## config.mk

```make
export PLATFORM = sky130hd
export DESIGN_NAME = scb_ctx_file
export DESIGN_NICKNAME = d
export VERILOG_FILES = /design/src/rtl/scb_ctx_file.sv
export SDC_FILE = /design/constraint.sdc
export NUM_CORES = 2
export LEC_CHECK = 0
export CORE_ASPECT_RATIO = 1.1
export CORE_MARGIN = 3
export CORE_UTILIZATION = 54
export DETAILED_ROUTE_END_ITERATION = 12
export PLACE_DENSITY = 0.78
export REMOVE_ABC_BUFFERS = 1
export SYNTH_ARGS = -nofsm -noshare
export SYNTH_HDL_FRONTEND = slang
export SYNTH_SLANG_ARGS = --single-unit
export TNS_END_PERCENT = 1
```

## constraint.sdc

```tcl
create_clock -name i_clk -period 2 [get_ports i_clk]
set_clock_uncertainty 0.2 [all_clocks]
set_input_delay 0.4 -clock i_clk [delete_from_list [all_inputs] [get_ports i_clk]]
set_output_delay 0.4 -clock i_clk [all_outputs]
set_load 0.02 [all_outputs]
```

## src/rtl/scb_ctx_file.sv

```systemverilog
// Multi-context switch-control-bit file: one active context drives the network while
// inactive contexts are streamed in; activation waits for a network-safe swap point.
module scb_ctx_file #(
  parameter int unsigned BLOCK_D        = 128,
  parameter int unsigned NUM_CTX        = 4,
  parameter int unsigned NODES_PER_BEAT = 8,
  localparam int unsigned BLOCK_W = $clog2(BLOCK_D),
  localparam int unsigned NODES   = BLOCK_D >> 1,
  localparam int unsigned DATA_W  = NODES * BLOCK_W,
  localparam int unsigned CTX_W   = $clog2(NUM_CTX),
  localparam int unsigned BEATS   = NODES / NODES_PER_BEAT,
  localparam int unsigned BEAT_W  = NODES_PER_BEAT * BLOCK_W,
  localparam int unsigned BIDX_W  = (BEATS > 1) ? $clog2(BEATS) : 1
) (
  input  logic              i_clk,
  input  logic              i_reset_n,
  input  logic              i_load_start,
  input  logic [CTX_W-1:0]  i_load_ctx,
  input  logic              i_beat_valid,
  input  logic [BEAT_W-1:0] i_beat_data,
  output logic              o_beat_ready,
  output logic              o_load_done,
  output logic              o_load_err,
  input  logic              i_commit_req,
  input  logic [CTX_W-1:0]  i_commit_ctx,
  input  logic              i_swap_ok,
  output logic              o_commit_ack,
  output logic              o_commit_pend,
  output logic [CTX_W-1:0]  o_active_ctx,
  output logic [DATA_W-1:0] o_rd_data
);

  typedef enum logic [1:0] {StIdle, StLoad, StDone} state_e;

  localparam logic [BIDX_W-1:0] LastBeat = BIDX_W'(BEATS - 1);

  logic [DATA_W-1:0] r_ctx [NUM_CTX];
  state_e            r_state;
  logic [CTX_W-1:0]  r_ld_ctx;
  logic [BIDX_W-1:0] r_beat_idx;
  logic              r_beat_ready;
  logic              r_load_done;
  logic              r_load_err;
  logic              r_pend;
  logic [CTX_W-1:0]  r_pend_ctx;
  logic [CTX_W-1:0]  r_active;
  logic              r_ack;

  logic w_beat_fire;
  logic w_swap;

  assign w_beat_fire = i_beat_valid & r_beat_ready;
  // Never activate a context while it is still being written.
  assign w_swap = r_pend & i_swap_ok & ~((r_state != StIdle) & (r_ld_ctx == r_pend_ctx));

  always_ff @(posedge i_clk or negedge i_reset_n) begin
    if (!i_reset_n) begin
      r_state      <= StIdle;
      r_ld_ctx     <= '0;
      r_beat_idx   <= '0;
      r_beat_ready <= 1'b0;
      r_load_done  <= 1'b0;
      r_load_err   <= 1'b0;
    end else begin
      r_load_done <= 1'b0;
      r_load_err  <= 1'b0;
      unique case (r_state)
        StIdle: begin
          // Compared against the pre-swap active context when a swap lands this edge.
          if (i_load_start) begin
            if (i_load_ctx != r_active) begin
              r_ld_ctx     <= i_load_ctx;
              r_beat_idx   <= '0;
              r_beat_ready <= 1'b1;
              r_state      <= StLoad;
            end else begin
              r_load_err <= 1'b1;
            end
          end
        end
        StLoad: begin
          if (w_beat_fire) begin
            r_beat_idx <= r_beat_idx + 1'b1;
            if (r_beat_idx == LastBeat) begin
              r_beat_ready <= 1'b0;
              r_load_done  <= 1'b1;
              r_state      <= StDone;
            end
          end
        end
        StDone: r_state <= StIdle;
        default: r_state <= StIdle;
      endcase
    end
  end

  always_ff @(posedge i_clk or negedge i_reset_n) begin
    if (!i_reset_n) begin
      for (int unsigned c = 0; c < NUM_CTX; c++) begin
        r_ctx[c] <= '0;
      end
    end else begin
      for (int unsigned c = 0; c < NUM_CTX; c++) begin
        for (int unsigned b = 0; b < BEATS; b++) begin
          if (w_beat_fire && (r_ld_ctx == CTX_W'(c)) && (r_beat_idx == BIDX_W'(b))) begin
            r_ctx[c][b*BEAT_W +: BEAT_W] <= i_beat_data;
          end
        end
      end
    end
  end

  always_ff @(posedge i_clk or negedge i_reset_n) begin
    if (!i_reset_n) begin
      r_pend     <= 1'b0;
      r_pend_ctx <= '0;
      r_active   <= '0;
      r_ack      <= 1'b0;
    end else begin
      r_ack <= 1'b0;
      if (w_swap) begin
        r_active <= r_pend_ctx;
        r_pend   <= 1'b0;
        r_ack    <= 1'b1;
      end else if (!r_pend && i_commit_req) begin
        r_pend     <= 1'b1;
        r_pend_ctx <= i_commit_ctx;
      end
    end
  end

  assign o_beat_ready  = r_beat_ready;
  assign o_load_done   = r_load_done;
  assign o_load_err    = r_load_err;
  assign o_commit_ack  = r_ack;
  assign o_commit_pend = r_pend;
  assign o_active_ctx  = r_active;
  assign o_rd_data     = r_ctx[r_active];

endmodule

```

---- Yosys cells after proc, flatten, opt, wreduce, memory -nomap -nowiden ----
Index checks and enable logic that the tools add are counted.
W data, S select, Z words.
cells by class
  add/sub/neg operators ................... 1
  magnitude comparators ................... 1
  equality and inequality tests ........... 17
  multiplexer cells ....................... 26
  bitwise gates (word level) .............. 7
  reductions and logical operators ........ 49
operator list
  kind                   count
  $bmux W448 S2          1
  $mux W448              2
  $logic_and A1 B1 Y1    37
  $mux W1                13
  $eq A3 B3 Y1 const B   4
  $mux W3                3
  $mux W2                4
  $ne A2 B2 Y1 const B   4
  $reduce_and A4 Y1      2
  $eq A3 B2 Y1 const B   2
  $pmux W3 S2            1
  $reduce_bool A2 Y1     3
  $reduce_and A5 Y1      1
  $and A1 B1 Y1          4
  $eq A2 B1 Y1 const B   2
  $eq A2 B2 Y1 const B   2
  $logic_not A2 Y1       2
  $pmux W2 S2            1
  $add A3 B1 Y3 const B  1
  $eq A3 B1 Y1 const B   1
  $ge A3 B3 Y1 const B   1
  $logic_not A3 Y1       1
  $not A2 Y3             1
  $reduce_and A3 Y1      1
  other kinds (6)        7
word-level totals
  bits in registers ....................... 1808
  word-level logic and storage cells ...... 143

---- Logic depth before layout (Yosys ltp) ----
  word-level depth ........................ 6
  depth in mapped cells ................... 8
  mapped depth without buffers ............ 5

---- Least setup slack after synthesis ----
Ideal clock, no wire load.
  path type ............................... reg-to-output
  from .................................... reg r_active[0], in the netlist o_active_ctx[0]
  to ...................................... out o_rd_data[398]
  arrival time ............................ 1.854 ns
  setup slack ............................. -0.454 ns
  cell stages (with the launch flop) ...... 5
  buffers on the path ..................... 3
  cell sequence ........................... dfrtp_1 > buf_2 > buf_2 > buf_2 > mux4_2
on the way
  word-level cells in the longest chain between the ends .. 4
RTL lines
  what                                           RTL line  text
  from (decl)                                    46        logic [CTX_W-1:0] r_active;
  from (signal assigned)                         122       r_active <= r_pend_ctx;
  $not A2 Y3 (implied by the code)               138       assign o_rd_data = r_ctx[r_active];
  $bmux W448 S2                                  138
  $mux W448 (implied by the code) (2 in series)  138
  to (decl)                                      30        output logic [DATA_W-1:0] o_rd_data
No other way between the ends. The select of a mux whose other input is x is not followed.

---- Worst setup path in the final report ----
  from .................................... reg r_active[0], in the netlist o_active_ctx[0]
  to ...................................... out o_rd_data[103]
Same word-level chain as after synthesis.

==> metrics.md <==
| Metric | Value |
|---|---|
| ANT nets after route | `0` |
| Synth Flop Type | `dfrtp_1` |
| CTS Sinks | `1808` |
| Drt first pass iters | `7` |
| Final WS setup | `-1.25 ns` |
| FILL cells | `9662` |
| Critical path origin | `o_active_ctx[0]` |
| Worst R2R Path Depth | `7` |
| I/O pins | `521` |
| Worst Path Required | `1.40 ns` |
| Max Freq | `0.308 GHz` |
| Number of max-cap violations | `0` |
| Register area share after synthesis | `57.6%` |
| Most frequent cells after synthesis | `dfrtp_1 (1808), mux2_2 (1580), mux4_2 (448)` |
| Cell variety after synth | `35` |
| Final worst-path cycle share | `162%` |
| Static Leak | `44.7 nW` |
| Final worst path period need | `3.25 ns` |
| Critical Path Sink Type | `primary output` |
| Cells after Synth | `4611` |
| RSZ-0062 raised after global routing | `yes` |
| Power per cell area | `1670 mW/mm2` |
| Critical Path AT | `2.65 ns` |
| # diodes | `0` |
| Reg-to-Reg End | `r_ctx[885]` |
| Peak supply drop | `0.00119 V` |
| Rows | `146` |
| Worst slew pin tran | `0.685 ns` |
| Failing checks | `negative setup slack` |
| Util after Layout | `66.4%` |
| Layout cells sized above 1 | `60.8%` |
| Die X | `370 um` |
| Vias | `45300` |
| Drt initial violations | `3291` |
| Synth warnings | `0` |
| Post-Syn Area | `0.0786 mm2` |
| Nets | `5428` |
| Post-synth ARST share | `100%` |
| Fin cells | `7417` |
| Critical Path Start Type | `register` |
| Routed WL | `224000 um` |
| Fin Hold WS | `0.156 ns` |
| Synthesized flop and latch total | `1808` |
| Placed insts | `7015` |
| Buffers on Ports | `520` |
| Setup_tns | `-994.12 ns` |
| FF-to-FF setup slack | `-0.44 ns` |
| CP Max Fanout | `8` |
| Yosys top cell by area | `dfrtp_1` |
| CTS max path bufs | `3` |
| EDFF count, synth | `0` |
| Status | `finished, violations left` |
| Wirelength per Cell | `30.2 um` |
| Relative slew margins | `54.4%` |
| Post-place setup slack | `-0.771 ns` |
| GP Congestion | `0.792` |
| Setup Crit Path Kind | `reg2out` |
| Core ar. | `0.144 mm2` |
| Initial Utilization | `54.4%` |
| Die Ht | `406 um` |
| Area Growth Syn to Fin | `22.0%` |
| Number of CTS-inserted buffers | `180` |
| Hold Path Class | `in2async` |
| Vias in the first global route | `48200` |
| DRC | `0` |
| Vias per cell | `6.11` |
| GRT Resource Usage Total | `29.8%` |
| Grt ovf | `0` |
| Cell with the most instances after synthesis | `dfrtp_1` |
| Initial antenna violation count | `1` |
| First-pass GRT wire length | `326000 um` |
| Worst-skew pair later-pin latency | `0.81 ns` |
| Worst-path clk slew | `0.06 ns` |
| CTS tree | `done` |
| Die area | `0.150 mm2` |
| FF-to-FF Start | `r_beat_idx[0]` |
| H-Tree Depth | `4` |
| Setup violators final | `2251` |
| Top-area cell type share of the netlist area | `57.6%` |
| Dpl hpwl | `143000 um` |
| Final Max Tran Viols | `0` |
| Clock Tree Root | `clkbuf_16` |
| Largest cells by area after synthesis | `dfrtp_1 (58%), mux2_2 (23%), mux4_2 (13%)` |
| Avg Inst Size Synth | `17.0 um2` |
| Largest net degree at the start of global routing | `89` |
| Hold Fails Final Rpt | `0` |
## cells by family after synthesis
logic type	count (synthesis)	share of synthesized area, %
flip-flops	1808	57.6
XOR/XNOR	4	0.0446
AND/OR/NAND/NOR	66	0.432
AO/OA/AOI/OAI	10	0.0924
buffers and inverters	470	2.92
multiplexers	2246	38.8
adder cells (fa/ha/maj)	7	0.111
## worst max-delay path by stage
stage | endpoint | slack [ns]
3_5_place_dp | r_ctx[845] | -0.77
4_1_cts | o_rd_data[434] | -1.41
2_1_floorplan | o_rd_data[0] | -16.99
3_3_place_gp | o_rd_data[204] | -0.75
5_1_grt | o_rd_data[374] | -1.32
6_report | o_rd_data[103] | -1.25
## state kept, by name (all words and copies together), names as in the netlist
signal,cells
o_load_done,1
o_load_err,1
r_ld_ctx,2
o_commit_pend,1
r_beat_idx,3
o_active_ctx,2
o_commit_ack,1
r_pend_ctx,2
r_ctx,1792
o_beat_ready,1
r_state,2
## metrics by stage
stage          area, um2  power [W]
3_5_place_dp       89400      0.125
4_1_cts            95500      0.158
5_1_grt            95800      0.167
2_1_floorplan      76300     0.0869
3_3_place_gp       89400      0.123
6_report           95800      0.160
## layout by cell type (no fill, tap or decap), drive strengths merged
cell,synthesis,final
a21boi,2,2
a21o,1,1
a21oi,1,1
a31o,1,1
buf,279,774
bufinv,0,11
clkbuf,186,430
clkdlybuf4s15,0,9
clkdlybuf4s50,0,69
clkinv,0,35
clkinvlp,0,6
dfrtp,1808,1808
dlygate4sd2,0,2
dlygate4sd3,0,5
ha,7,7
inv,5,11
mux2,1798,1798
mux4,448,448
nand2,9,9
nand2b,4,4
nand3,3,3
nand4,5,5
nand4b,4,4
nor2,26,26
nor2b,1,1
nor3,5,5
nor3b,2,2
nor4bb,1,1
o21ai,1,1
o22ai,2,2
o311a,1,1
o311ai,1,1
or3,5,5
or3b,1,1
xnor2,2,2
xor2,2,2
## per-layer routing
metal / global-route usage (%) / routed length (um) / vias up
met3: 7.21 / 14900 / 364
met2: 48.0 / 110000 / 1461
met5: 0 / 0 / -
met4: 11.5 / 8610 / 0
met1: 39.4 / 90700 / 24900
li1: - / - / 18500
## repair_timing
action,CTS,global route
resized for setup,747,863
endpoints found under the hold margin,1811,0
hold buffers,5,0
cloned,8,12
setup endpoints to repair,2247,2254
setup buffers,12,48
pin swaps,0,0
## cell type report
class / count / area [um2] / area share (%)
Clock buffer: 262 / 5310 / 5.54
Clock inverter: 58 / 677 / 0.706
Inverter: 5 / 18.8 / 0.0196
Multi-Input combinational cell: 2333 / 31200 / 32.6
Sequential cell: 1808 / 45300 / 47.2
Tap cell: 1924 / 2410 / 2.51
Timing Repair Buffer: 1027 / 10900 / 11.4
## power breakdown
| group | leakage, nW | switching (W) | internal [W] |
|---|---|---|---|
| combinational | 18.0 | 0.0317 | 0.0355 |
| sequential | 23.7 | 0.00771 | 0.0512 |
| clock | 2.95 | 0.0144 | 0.0198 |
| total | 44.7 | 0.0538 | 0.107 |
## worst max-delay path, stage by stage (launching register included)
cell	delay (ns)
dfrtp_4	0.45
buf_12	0.16
clkbuf_16	0.22
buf_16	0.16
buf_12	0.15
mux4_2	0.53
buf_6	0.17
Note: power is estimated with default switching activity, not from simulation.
